`src/rtl/bus_arbiter_reg.sv`:
```
// bus_arbiter_reg: registered bus multiplexer with one-hot gate arbitration,
// a sticky multi-driver fault FSM and a saturating conflict counter.
// Build option: define BUS_ARBITER_PRIORITY_EN to resolve conflicts by
// driving the lowest-index requester. Without it, conflicts hold the bus.
module bus_arbiter_reg #(
  parameter int WIDTH = 16,
  parameter int NSRC  = 4,
  parameter int SIDW  = $clog2(NSRC)
) (
  input  logic                  Clk,
  input  logic                  Reset,
  input  logic [NSRC*WIDTH-1:0] Din,
  input  logic [NSRC-1:0]       Gate,
  input  logic                  ClrErr,
  output logic [WIDTH-1:0]      Bus,
  output logic                  BusValid,
  output logic [SIDW-1:0]       SrcId,
  output logic                  Fault,
  output logic [7:0]            ConflictCnt,
  output logic [1:0]            State
);

  typedef enum logic [1:0] {
    IDLE  = 2'd0,
    DRIVE = 2'd1,
    FAULT = 2'd2,
    BAD   = 2'd3
  } state_t;

  state_t           state, state_nxt;
  logic             any_req, multi_req, one_hot, load;
  logic [SIDW-1:0]  sel_idx;
  logic [WIDTH-1:0] sel_data;

  // Gate decode: clearing the lowest set bit leaves something only if two or more were set.
  always_comb begin
    any_req   = |Gate;
    multi_req = |(Gate & (Gate - NSRC'(1)));
    one_hot   = any_req & ~multi_req;
  end

  // Lowest-index requester; for a one-hot gate this is simply the requester.
  always_comb begin
    sel_idx  = '0;
    sel_data = '0;
    for (int i = NSRC - 1; i >= 0; i--) begin
      if (Gate[i]) begin
        sel_idx  = SIDW'(i);
        sel_data = Din[i*WIDTH +: WIDTH];
      end
    end
  end

`ifdef BUS_ARBITER_PRIORITY_EN
  assign load = any_req;
`else
  assign load = one_hot;
`endif

  // Bus register: loads on a winning request, otherwise holds (never released).
  always_ff @(posedge Clk) begin
    if (Reset) begin
      Bus      <= '0;
      BusValid <= 1'b0;
      SrcId    <= '0;
    end else begin
      BusValid <= load;
      if (load) begin
        Bus   <= sel_data;
        SrcId <= sel_idx;
      end
    end
  end

  // Conflict counter: ClrErr beats a same-cycle conflict; saturates at 255.
  always_ff @(posedge Clk) begin
    if (Reset || ClrErr)
      ConflictCnt <= 8'd0;
    else if (multi_req && ConflictCnt != 8'hFF)
      ConflictCnt <= ConflictCnt + 8'd1;
  end

  // FSM state register.
  always_ff @(posedge Clk) begin
    if (Reset) state <= IDLE;
    else       state <= state_nxt;
  end

  // FSM next state: ClrErr has top priority, then conflict, then gate activity.
  always_comb begin
    state_nxt = state;
    if (ClrErr) begin
      state_nxt = IDLE;
    end else begin
      case (state)
        IDLE:    if (multi_req) state_nxt = FAULT;
                 else if (one_hot) state_nxt = DRIVE;
        DRIVE:   if (multi_req) state_nxt = FAULT;
                 else if (!any_req) state_nxt = IDLE;
        FAULT:   state_nxt = FAULT;
        default: state_nxt = IDLE;
      endcase
    end
  end

  assign Fault = (state == FAULT);
  assign State = state;

endmodule

```
`config.mk`:
```
export PLATFORM = sky130hd
export DESIGN_NAME = bus_arbiter_reg
export DESIGN_NICKNAME = d
export VERILOG_FILES = /design/src/rtl/bus_arbiter_reg.sv
export SDC_FILE = /design/constraint.sdc
export NUM_CORES = 1
export LEC_CHECK = 0
export ABC_AREA = 1
export BUFFER_PORTS_ARGS = -buffer_cell sky130_fd_sc_hd__buf_4
export CORE_UTILIZATION = 48
export CTS_BUF_LIST = sky130_fd_sc_hd__clkbuf_2 sky130_fd_sc_hd__clkbuf_4 sky130_fd_sc_hd__clkbuf_8
export CTS_CLUSTER_SIZE = 30
export DETAILED_ROUTE_END_ITERATION = 10
export GPL_ROUTABILITY_DRIVEN = 1
export PLACE_DENSITY = 0.87
export SYNTH_ARGS = -nofsm -noshare
export SYNTH_HDL_FRONTEND = slang
export SYNTH_SLANG_ARGS = --single-unit
export TNS_END_PERCENT = 100
```
`constraint.sdc`:
```
create_clock -name Clk -period 2.25 [get_ports Clk]
set_input_delay 0.45 -clock Clk [delete_from_list [all_inputs] [get_ports Clk]]
set_output_delay 0.45 -clock Clk [all_outputs]
set_load 0.01 [all_outputs]
```
Word-level counts from Yosys, hierarchy flattened
Cells that the tools add are included.

cells by class
  $add $sub $neg = 2
  eq/ne operators = 5
  multiplexer cells = 13
  bitwise gates (word level) = 3
  reductions and logical operators = 7

operators with widths
  cell                   number
  $mux W16               4
  $mux W2                8
  $add A8 B1 Y8 const B  1
  $ne A8 B8 Y1 const B   1
  $reduce_or A4 Y1       2
  $ne A3 B3 Y1 const B   2
  $pmux W2 S3            1
  $and A4 B4 Y4          1
  $sub A4 B1 Y4 const B  1
  $eq A2 B1 Y1 const B   1
  $eq A2 B2 Y1 const B   1
  $logic_not A2 Y1       1
  $reduce_and A2 Y1      1
  $reduce_or A2 Y1       1
  $and A1 B1 Y1          1
  $logic_and A1 B1 Y1    1
  $logic_or A1 B1 Y1     1
  $not A1 Y1             1

word-level totals
  register bits = 29
  output and inout port bits = 30
  logic and storage cells = 35

Depth between registers and ports, before layout
Gate-level depths: netlist (run 1).

  word-level depth = 8
  gate-level depth with buffers = 9

Least setup slack after synthesis (run 1)
OpenSTA, ideal clock, no wires.

  kind = input to register
  start = input port Gate[2]
  end = register Bus[10]
  setup time = 0.142 ns
  data arrival time = 1.308 ns
  data required time = 2.108 ns
  setup slack = 0.801 ns
  stages = 9
  path buffers = 3
  cell sequence = buf_6 -> nor2_1 -> inv_1 -> nand2_2 -> nand3_2 -> buf_4 -> buf_6 -> nand2_1 -> a21oi_2

between the ends
  cells in the longest elaborated chain, start to end = 5
  elaborated cells between the ends (all ways) = 9

ends and longest elaborated chain
  item                  line  RTL
  from (decl)           13    input logic [NSRC-1:0] Gate,
  $sub A4 B1 Y4         38    multi_req = |(Gate & (Gate - NSRC'(1)));
  $and A4 B4 Y4         38
  $reduce_or A4 Y1      38
  $not A1 Y1            39    one_hot = any_req & ~multi_req;
  $and A1 B1 Y1         39
  to (signal assigned)  69    Bus <= sel_data;
  to (decl)             15    output logic [WIDTH-1:0] Bus,

Parallel ways exist; a longest one is shown, timed or not.
A chain may end at the register's enable or synchronous reset.

Worst setup path in the final report (run 1)
  start = register ConflictCnt[0]
  end = register ConflictCnt[6]

between the ends
  cells in the longest elaborated chain, start to end = 2
  elaborated cells between the ends (all ways) = 3

ends and longest elaborated chain
  item                                                                   line  RTL
  from (decl)                                                            19    output logic [7:0] ConflictCnt,
  from (signal assigned)                                                 80    ConflictCnt <= ConflictCnt + 8'd1;
  parallel branches: the longest is 2 deep, another holds $add A8 B1 Y8  -

Parallel ways; which one is timed is not known.

==> results of run 1 <==
## synth_stat cells, drive strengths merged
library cell / count / area (um^2)
nand2: 98 / 383
a21oi: 39 / 233
nor2: 30 / 123
dfxtp: 29 / 581
inv: 16 / 60.1
o22ai: 16 / 100
nand3: 9 / 50.1
buf: 8 / 63.8
o21ai: 4 / 20.0
clkbuf: 3 / 11.3
nand3b: 3 / 26.3
nand4: 2 / 12.5
ha: 1 / 12.5
nor3: 1 / 10.0
xor2: 1 / 8.76
## power by group
group          leakage, nW  switching (mW)  total, mW  internal (mW)
clock network       0.0348           0.177      0.337          0.159
logic                0.918           0.158      0.324          0.166
registers            0.237          0.0188      0.560          0.541
total                 1.19           0.354       1.22          0.867
## layout make-up
type	instances	area, um^2
inverters	16	60.1
flip-flops and latches	29	581
fillers	288	870
well taps	46	57.6
repair buffers	101	758
multi-input cells	204	978
clock buffers	7	58.8
## routing by layer
metal	share of wire (%)	GRT usage [%]	wire length, um
met5	0	0	0
met4	1.8	9.52	88
met3	9.9	7.98	493
met2	48	47.8	2380
met1	41	33.0	2040
## cell families after synthesis
logic type | share of synthesized area [%]
buffers and inverters | 7.98
and+or+nand+nor | 35.7
adders and majority gates | 0.738
AOI/OAI and AO/OA | 20.8
DFF | 34.3
xor gates and xnor gates | 0.517
## worst paths after layout
| path | from | depth (start not counted) | to |
|---|---|---|---|
| hold reg to reg | Bus[0] | 2 | Bus[0] |
| hold / removal | ClrErr | 4 | ConflictCnt[5] |
| setup reg to reg | ConflictCnt[0] | 8 | ConflictCnt[6] |
| setup / recovery | ConflictCnt[0] | 8 | ConflictCnt[6] |
## flip-flops by register name (all words and copies together), names as in the netlist
name and flops:
BusValid 1, SrcId 2, State 2, Bus 16, ConflictCnt 8
## stage by stage
step / instances / hold WS, ns / utilization [%] / instance area [um^2] / power, mW
final: 403 / 0.425 / 74.1 / 2490 / 1.22
after global routing: 403 / 0.434 / 74.1 / 2490 / 1.28
after CTS: 403 / 0.410 / 74.1 / 2490 / 1.22
after detailed placement: 396 / 0.457 / 72.4 / 2430 / 0.894
after global placement: 396 / 0.453 / 72.4 / 2430 / 0.887
after floorplan: 260 / 0.483 / - / 1690 / 0.733
## critical path, cell delays in order, from the launching register on
cell	delay, ns
dfxtp_1	0.41
ha_1	0.27
nand2_1	0.10
inv_1	0.12
nand3b_2	0.19
nand2_4	0.16
inv_1	0.09
nand2_1	0.08
a21oi_1	0.06
## cell usage in the layout, fill, tap and decap left out, types with 2 or more instances in the layout
cell type,n
a21oi_1,29
dfxtp_1,29
nand3_1,8
nand3b_1,2
inv_2,2
inv_1,14
o21ai_0,3
buf_4,101
nand2_1,94
clkbuf_4,6
nor2_1,28
nand2_2,3
o22ai_1,16
a21oi_2,10
nand4_1,2
==> flow_summary_export.csv, run 1 <==
group,metric,value,unit
setup_path,critPathMaxFanout,8,
routing,vias,2112,
power,power_density,489,nW/um^2
timing,hold_violations,0,
placement,dp_hpwl,3.79,mm
routing,ant_nets,0,
global_route,grt_util_all_layers,27.7,%
clocking,cts_tree,"done",
hold_path,min_path_type,"in2reg",
synthesis,yosysWarningCount,0,
clocking,root_buffer,"clkbuf_4",
synthesis,postSynthAreaPerCell,6.52,um^2
die,initial_core_util,50.4,%
die,die_h,61.4,um
clocking,cts_inserted_buffers,5,
routing,drt_wl_total,5.01,mm
global_route,grt_pass1_wl,7.56,mm
timing,setup_viol,0,
die,die_area,3770,um^2
clocking,ctsResizeCount,0,
routing,wl_per_cell,12.4,um
placement,place_ws,0.378,ns
global_route,first_global_vias,1821,
global_route,grt_max_degree,20,
placement,io_buffer_count,100,
synthesis,synth.distinct_cells,26,
final_layout,fin_nets,429,
timing,period_minus_slack,1.60,ns
timing,fin_skew,0.00692,ns
die,pin_count,101,
timing,setup_tns,0,ns
power,p_leak,1.19,nW
synthesis,synth-seq-cells,29,
timing,max_slew_margin,59.0,%
routing,dr.pass1.iters,5,
die,num_rows,21,
synthesis,ys_seq_area_share,34.3,%
final_layout,area_growth,47.2,%
clocking,cts_hold_buffers,0,
timing,fin_crit_sh,71.0,%
setup_path,endpoint_kind,"flip-flop",
clocking,cts.clk_slew.worst_paths,0.09,ns
global_route,globalRouteOverflowTotal,0,
setup_path,cp-start-kind,"flip-flop",
global_route,antenna_found_initial,0,
setup_path,cp.required,2.46,ns
clocking,clkSinkCount,29,
routing,drtIter0Drc,128,
setup_path,r2r_slack,0.65,ns
clocking,postCtsSetupRepairBufs,0,
timing,fin_ws,0.652,ns
outcome,status,"finished clean",
synthesis,syn_nets,332,
routing,routed_via_density,5.24,
synthesis,postSynthCellCount,260,
placement,gpl.final_weighted_congestion,0.812,
clocking,clkLatencyLatePin,0.32,ns
timing,grt_setup_unrepaired,"false",
die,core,3360,um^2
setup_path,crit_type,"reg2reg",
setup_path,arrival,1.81,ns
synthesis,syn_area,1690,um^2
timing,worstMarginPinSlew,0.614,ns
clocking,htree_levels,2,
timing,fmax,0.626,GHz
run,cap_violations,0,
final_layout,drive_above_1_share,36.1,%
final_layout,antennaDiodeCount,0,
clocking,cts_buffer_depth,2,
timing,timing.final.max_slew_violations,0,
power,ir_drop,0.000361,V
routing,drc_errors,0,
die,die_w,61.4,um
No activity file was read; power rests on OpenSTA's default activity.
==> run 2: changes to the inputs <==
--- a/config.mk
+++ b/config.mk
@@ -7,12 +7,12 @@
 export LEC_CHECK = 0
 export ABC_AREA = 1
 export BUFFER_PORTS_ARGS = -buffer_cell sky130_fd_sc_hd__buf_4
-export CORE_UTILIZATION = 48
+export CORE_UTILIZATION = 40
 export CTS_BUF_LIST = sky130_fd_sc_hd__clkbuf_2 sky130_fd_sc_hd__clkbuf_4 sky130_fd_sc_hd__clkbuf_8
 export CTS_CLUSTER_SIZE = 30
 export DETAILED_ROUTE_END_ITERATION = 10
 export GPL_ROUTABILITY_DRIVEN = 1
-export PLACE_DENSITY = 0.87
+export PLACE_DENSITY = 0.78
 export SYNTH_ARGS = -nofsm -noshare
 export SYNTH_HDL_FRONTEND = slang
 export SYNTH_SLANG_ARGS = --single-unit
==> constraint.sdc (replaced) <==
create_clock -name Clk -period 1.3 [get_ports Clk]
set_input_delay 0.26 -clock Clk [delete_from_list [all_inputs] [get_ports Clk]]
set_output_delay 0.26 -clock Clk [all_outputs]
set_load 0.01 [all_outputs]
==> flow_summary_export.csv, run 2 (synthesis gave the netlist of run 1 again) <==
group,metric,value,unit
outcome,status,"finished clean",
hold_path,min_path_type,"in2reg",
clocking,clkSinkCount,29,
routing,drtIter0Drc,93,
final_layout,fillers,365,
power,power_density,873,nW/um^2
placement,gpl.final_weighted_congestion,0.807,
timing,fin_ws,0.0725,ns
routing,dr.pass1.iters,4,
final_layout,largest-register,"Bus",
power,p_leak,1.34,nW
setup_path,critPathMaxFanout,4,
final_layout,drive_above_1_share,42.3,%
routing,routed_via_density,4.94,
setup_path,endpoint_kind,"flip-flop",
setup_path,crit_top_cell,"nand2_1",
clocking,cts_tree,"done",
clocking,htree_levels,2,
timing,holdWs,0.326,ns
placement,place_ws,-0.0574,ns
timing,setup_viol,0,
die,die_area,4500,um^2
global_route,grt_util_all_layers,24.9,%
setup_path,cpMaxStageDelayCell,"dfxtp_2",
global_route,globalRouteOverflowTotal,0,
clocking,cts_inserted_buffers,5,
routing,vias,2131,
setup_path,cp-start-kind,"flip-flop",
die,initial_core_util,42.0,%
power,p_sw,0.657,mW
die,die_h,67.1,um
final_layout,area_growth,62.0,%
routing,drt_wl_total,5.23,mm
routing,drc_errors,0,
final_layout,largest_register_ffs,16,
timing,fmax,0.815,GHz
power,swShare,27.4,%
setup_path,path_cells,"ha_2 -> nand2_1 -> inv_2 -> nand3b_4 -> buf_4 -> nand3_1 -> nand2_1 -> inv_1 -> nor2_1",
run,cap_violations,0,
power,power_frac_clock,34.2,%
setup_path,cp.required,1.48,ns
power,p_seq_share,40.3,%
die,num_rows,23,
clocking,cts_buffer_depth,2,
timing,period_minus_slack,1.23,ns
final_layout,top_regs,"Bus: 16 flops, ConflictCnt: 8 flops",
global_route,grt_pass1_wl,8.34,mm
die,core,4030,um^2
global_route,antenna_found_initial,0,
final_layout,fin_nets,452,
power,finalPower,2.40,mW
final_layout,antennaDiodeCount,0,
timing,fin_skew,0.00264,ns
global_route,grt_max_degree,19,
global_route,first_global_vias,1998,
clocking,cts.clk_slew.worst_paths,0.06,ns
routing,wl_per_cell,12.1,um
timing,max_slew_margin,80.6,%
final_layout,final_common_cell,"buf_4",
clocking,clkLatencyLatePin,0.28,ns
die,die_w,67.1,um
timing,fin_crit_sh,94.4,%
die,pin_count,101,
setup_path,critPathMaxStageDelay,0.35,ns
routing,ant_nets,0,
timing,grt_setup_unrepaired,"false",
power,ir_drop,0.000620,V
power,pwr-share-comb,25.4,%
clocking,cts_hold_buffers,0,
final_layout,mostFrequentLayoutCells,"buf_4 (123), nand2_1 (94), a21oi_1 (29)",
power,intPower,1.74,mW
placement,io_buffer_count,100,
clocking,root_buffer,"clkbuf_8",
timing,hold_violations,0,
timing,timing.final.max_slew_violations,0,
timing,worstMarginPinSlew,0.290,ns
setup_path,crit_type,"reg2reg",
setup_path,arrival,1.41,ns
placement,dp_hpwl,4.02,mm
run 2: cell types whose count changed in the layout (fill, tap and decap cells not counted), moves of 4 or more:
cell and delta:
clkbuf_4 -6, buf_4 +22, dfxtp_1 -4, clkbuf_8 +6
dfxtp_2 +4
run 2: path summary, 6_finish.rpt:
check,start,endpoint,slack [ns],cells after the start
worst max-delay path,ConflictCnt[0],ConflictCnt[5],0.07,9
worst min-delay path,Gate[0],SrcId[1],0.33,4
worst max register to register,ConflictCnt[0],ConflictCnt[5],0.07,9
worst min register to register,State[1],State[0],0.43,1
run 2: layout make-up:
cell class                 instances  area, um^2  area share (%)
multi-input combinational        204         992            36.1
timing repair buffer             124         943            34.4
sequential                        29         586            21.3
clock buffer                       7        96.3            3.51
tap                               50        62.6            2.28
inverter                          16        60.1            2.19
clock inverter                     1        5.00           0.182
run 2: routing by layer:
metal	vias up	global-route usage, %	routed length (um)
met2	73	44.3	2590
li1	1096	-	-
met3	7	8.90	442
met4	0	7.98	51
met5	-	0	0
met1	955	27.0	2150
run 2: timing repair:
action                                  in CTS  in global routing
gates resized for setup                      1                  3
endpoints found under the setup margin       2                  5
setup buffers                                0                  3
pin swaps                                    0                  2
run 2: worst max-delay path, delay by kind of cell (launching register included):
family        cells  cell delay, ns
flops             1            0.35
buf+inv           3            0.28
simple gates      5            0.31
fa+ha+maj         1            0.18
run 2: through the flow:
stage	setup TNS, ns	instance area (um^2)	cells	utilization [%]
floorplan	0	1710	260	-
global placement	-0.00992	2620	420	65.0
detailed placement	-0.565	2620	420	65.0
CTS	0	2720	428	67.5
global route	0	2750	431	68.1
finish	0	2750	431	68.1
run 2: power groups by stage:
stage          registers (mW)  clock network (mW)  logic [mW]
6_report                0.967               0.821       0.610
5_1_grt                 0.971               0.883       0.671
4_1_cts                 0.966               0.840       0.607
3_5_place_dp            0.984                   0       0.605
3_3_place_gp            0.983                   0       0.593
2_1_floorplan            1.01                   0       0.265
==> run 3: changes to the inputs <==
--- a/config.mk
+++ b/config.mk
@@ -7,12 +7,11 @@
 export LEC_CHECK = 0
 export ABC_AREA = 1
 export BUFFER_PORTS_ARGS = -buffer_cell sky130_fd_sc_hd__buf_4
-export CORE_UTILIZATION = 40
-export CTS_BUF_LIST = sky130_fd_sc_hd__clkbuf_2 sky130_fd_sc_hd__clkbuf_4 sky130_fd_sc_hd__clkbuf_8
+export CORE_UTILIZATION = 39
 export CTS_CLUSTER_SIZE = 30
 export DETAILED_ROUTE_END_ITERATION = 10
 export GPL_ROUTABILITY_DRIVEN = 1
-export PLACE_DENSITY = 0.78
+export PLACE_DENSITY = 0.76
 export SYNTH_ARGS = -nofsm -noshare
 export SYNTH_HDL_FRONTEND = slang
 export SYNTH_SLANG_ARGS = --single-unit
==> flow_summary_export.csv, run 3 (synthesis gave the netlist of run 1 again) <==
group,metric,value,unit
routing,routed_via_density,4.84,
placement,placed_cell_area,2630,um^2
timing,grt_setup_unrepaired,"false",
outcome,status,"finished clean",
die,die_area,4610,um^2
final_layout,top_regs,"Bus: 16 flops, ConflictCnt: 8 flops",
routing,wl_per_cell,11.7,um
power,ir_drop,0.000536,V
clocking,cts_buffer_depth,2,
clocking,cts_tree,"done",
hold_path,hp-start,"Gate[0]",
timing,max_slew_margin,81.9,%
placement,io_buffer_count,100,
die,core,4090,um^2
routing,ant_nets,0,
routing,drc_errors,0,
routing,drtIter0Drc,68,
die,pin_count,101,
placement,gpl.final_weighted_congestion,0.814,
routing,vias,2089,
final_layout,drive_above_1_share,42.1,%
timing,fmax,0.817,GHz
setup_path,r2r_start,"ConflictCnt[1]",
global_route,grt_util_all_layers,23.0,%
final_layout,fin_nets,453,
setup_path,endpoint_kind,"flip-flop",
setup_path,cp-startpoint,"ConflictCnt[1]",
clocking,clkSinkCount,29,
final_layout,mostFrequentLayoutCells,"buf_4 (124), nand2_1 (94), a21oi_1 (29)",
setup_path,arrival,1.40,ns
timing,fin_skew,0.00242,ns
global_route,globalRouteOverflowTotal,0,
setup_path,crit_type,"reg2reg",
placement,dp_hpwl,4.00,mm
final_layout,antennaDiodeCount,0,
timing,fin_ws,0.0761,ns
clocking,cts_inserted_buffers,5,
clocking,cts.clk_slew.worst_paths,0.06,ns
clocking,root_buffer,"clkbuf_8",
setup_path,r2r_slack,0.08,ns
power,power_density,829,nW/um^2
timing,worstMarginPinSlew,0.271,ns
clocking,clkLatencyLatePin,0.27,ns
timing,fin_crit_sh,94.1,%
hold_path,min_path_cells,4,
routing,dr.pass1.iters,4,
final_layout,largest_register_ffs,16,
final_layout,area_growth,62.0,%
power,finalPower,2.28,mW
global_route,grt_max_degree,19,
final_layout,largest-register,"Bus",
clocking,cts_hold_buffers,0,
hold_path,min_path_type,"in2reg",
global_route,first_global_vias,1862,
placement,dp_cells,422,
global_route,grt_pass1_wl,7.97,mm
timing,period_minus_slack,1.22,ns
hold_path,holdPathEnd,"SrcId[1]",
die,die_h,67.9,um
timing,timing.final.max_slew_violations,0,
final_layout,final_common_cell,"buf_4",
setup_path,cp.required,1.47,ns
die,die_w,67.9,um
die,num_rows,23,
setup_path,cp-start-kind,"flip-flop",
final_layout,final_cells,432,
final_layout,post-route-util,67.1,%
die,initial_core_util,41.5,%
routing,drt_wl_total,5.06,mm
setup_path,critPathMaxFanout,4,
setup_path,r2r_cells,9,
timing,hold_violations,0,
global_route,antenna_found_initial,0,
clocking,htree_levels,2,
power,p_leak,1.34,nW
run,cap_violations,0,
final_layout,stdcell_area,2740,um^2
setup_path,r2r-end,"ConflictCnt[5]",
timing,setup_viol,0,
placement,place_ws,-0.0307,ns
==> run 3: cell types whose count changed in the layout (fill, tap and decap cells not counted), sizes merged <==
cell    previous run  this run
buf              124       125
clkbuf             7         6
clkinv             1         2
==> run 3: repair_timing <==
item | 4_1_cts | 5_1_grt
resized for setup | 1 | 4
setup buffers | 0 | 2
pin swaps | 0 | 1
setup endpoints to repair | 4 | 7
hold endpoints to repair | 0 | 0
==> run 3: routing by layer <==
metal / global-route usage (%) / up-vias / routed length [um]
met3: 6.33 / 5 / 427
met4: 7.03 / 0 / 41
li1: - / 1098 / -
met5: 0 / - / 0
met2: 40.7 / 75 / 2450
met1: 26.7 / 911 / 2150
==> run 3: worst max-delay path by stage <==
stage	end	slack [ns]	depth (start not counted)
4_1_cts	ConflictCnt[1]	0.01	7
3_3_place_gp	ConflictCnt[1]	-0.005	8
2_1_floorplan	ConflictCnt[0]	0.01	8
6_report	ConflictCnt[5]	0.08	9
3_5_place_dp	SrcId[0]	-0.03	8
5_1_grt	ConflictCnt[5]	0.009	9
==> run 3: power breakdown <==
part | switching [mW] | total, mW | internal, mW
Combinational | 0.284 | 0.611 | 0.327
Sequential | 0.0302 | 0.969 | 0.939
Clock | 0.326 | 0.696 | 0.370
Total | 0.640 | 2.28 | 1.64
==> run 3: per-stage QoR <==
stage	hold WS, ns	TNS (ns)
after floorplan	0.440	0
after global placement	0.450	-0.00652
after detailed placement	0.458	-0.236
after CTS	0.328	0
after global routing	0.334	0
final	0.338	0
==> run 3: area by class of cell <==
type / instances / area [um^2]
fill: 392 / 1340
multi-input combinational: 204 / 1000
timing repair buffer: 125 / 951
sequential: 29 / 586
clock buffer: 6 / 72.6
tap: 50 / 62.6
inverter: 16 / 60.1
clock inverter: 2 / 10.0
==> run 3: worst max-delay path, cell delays in order (launching register included) <==
cell and delay, ns:
dfxtp_2 0.35, ha_4 0.14, nand2_1 0.08, inv_2 0.10, nand3b_4 0.12, buf_4 0.16, nand3_1 0.07, nand2_1 0.05
inv_1 0.04, nor2_1 0.03
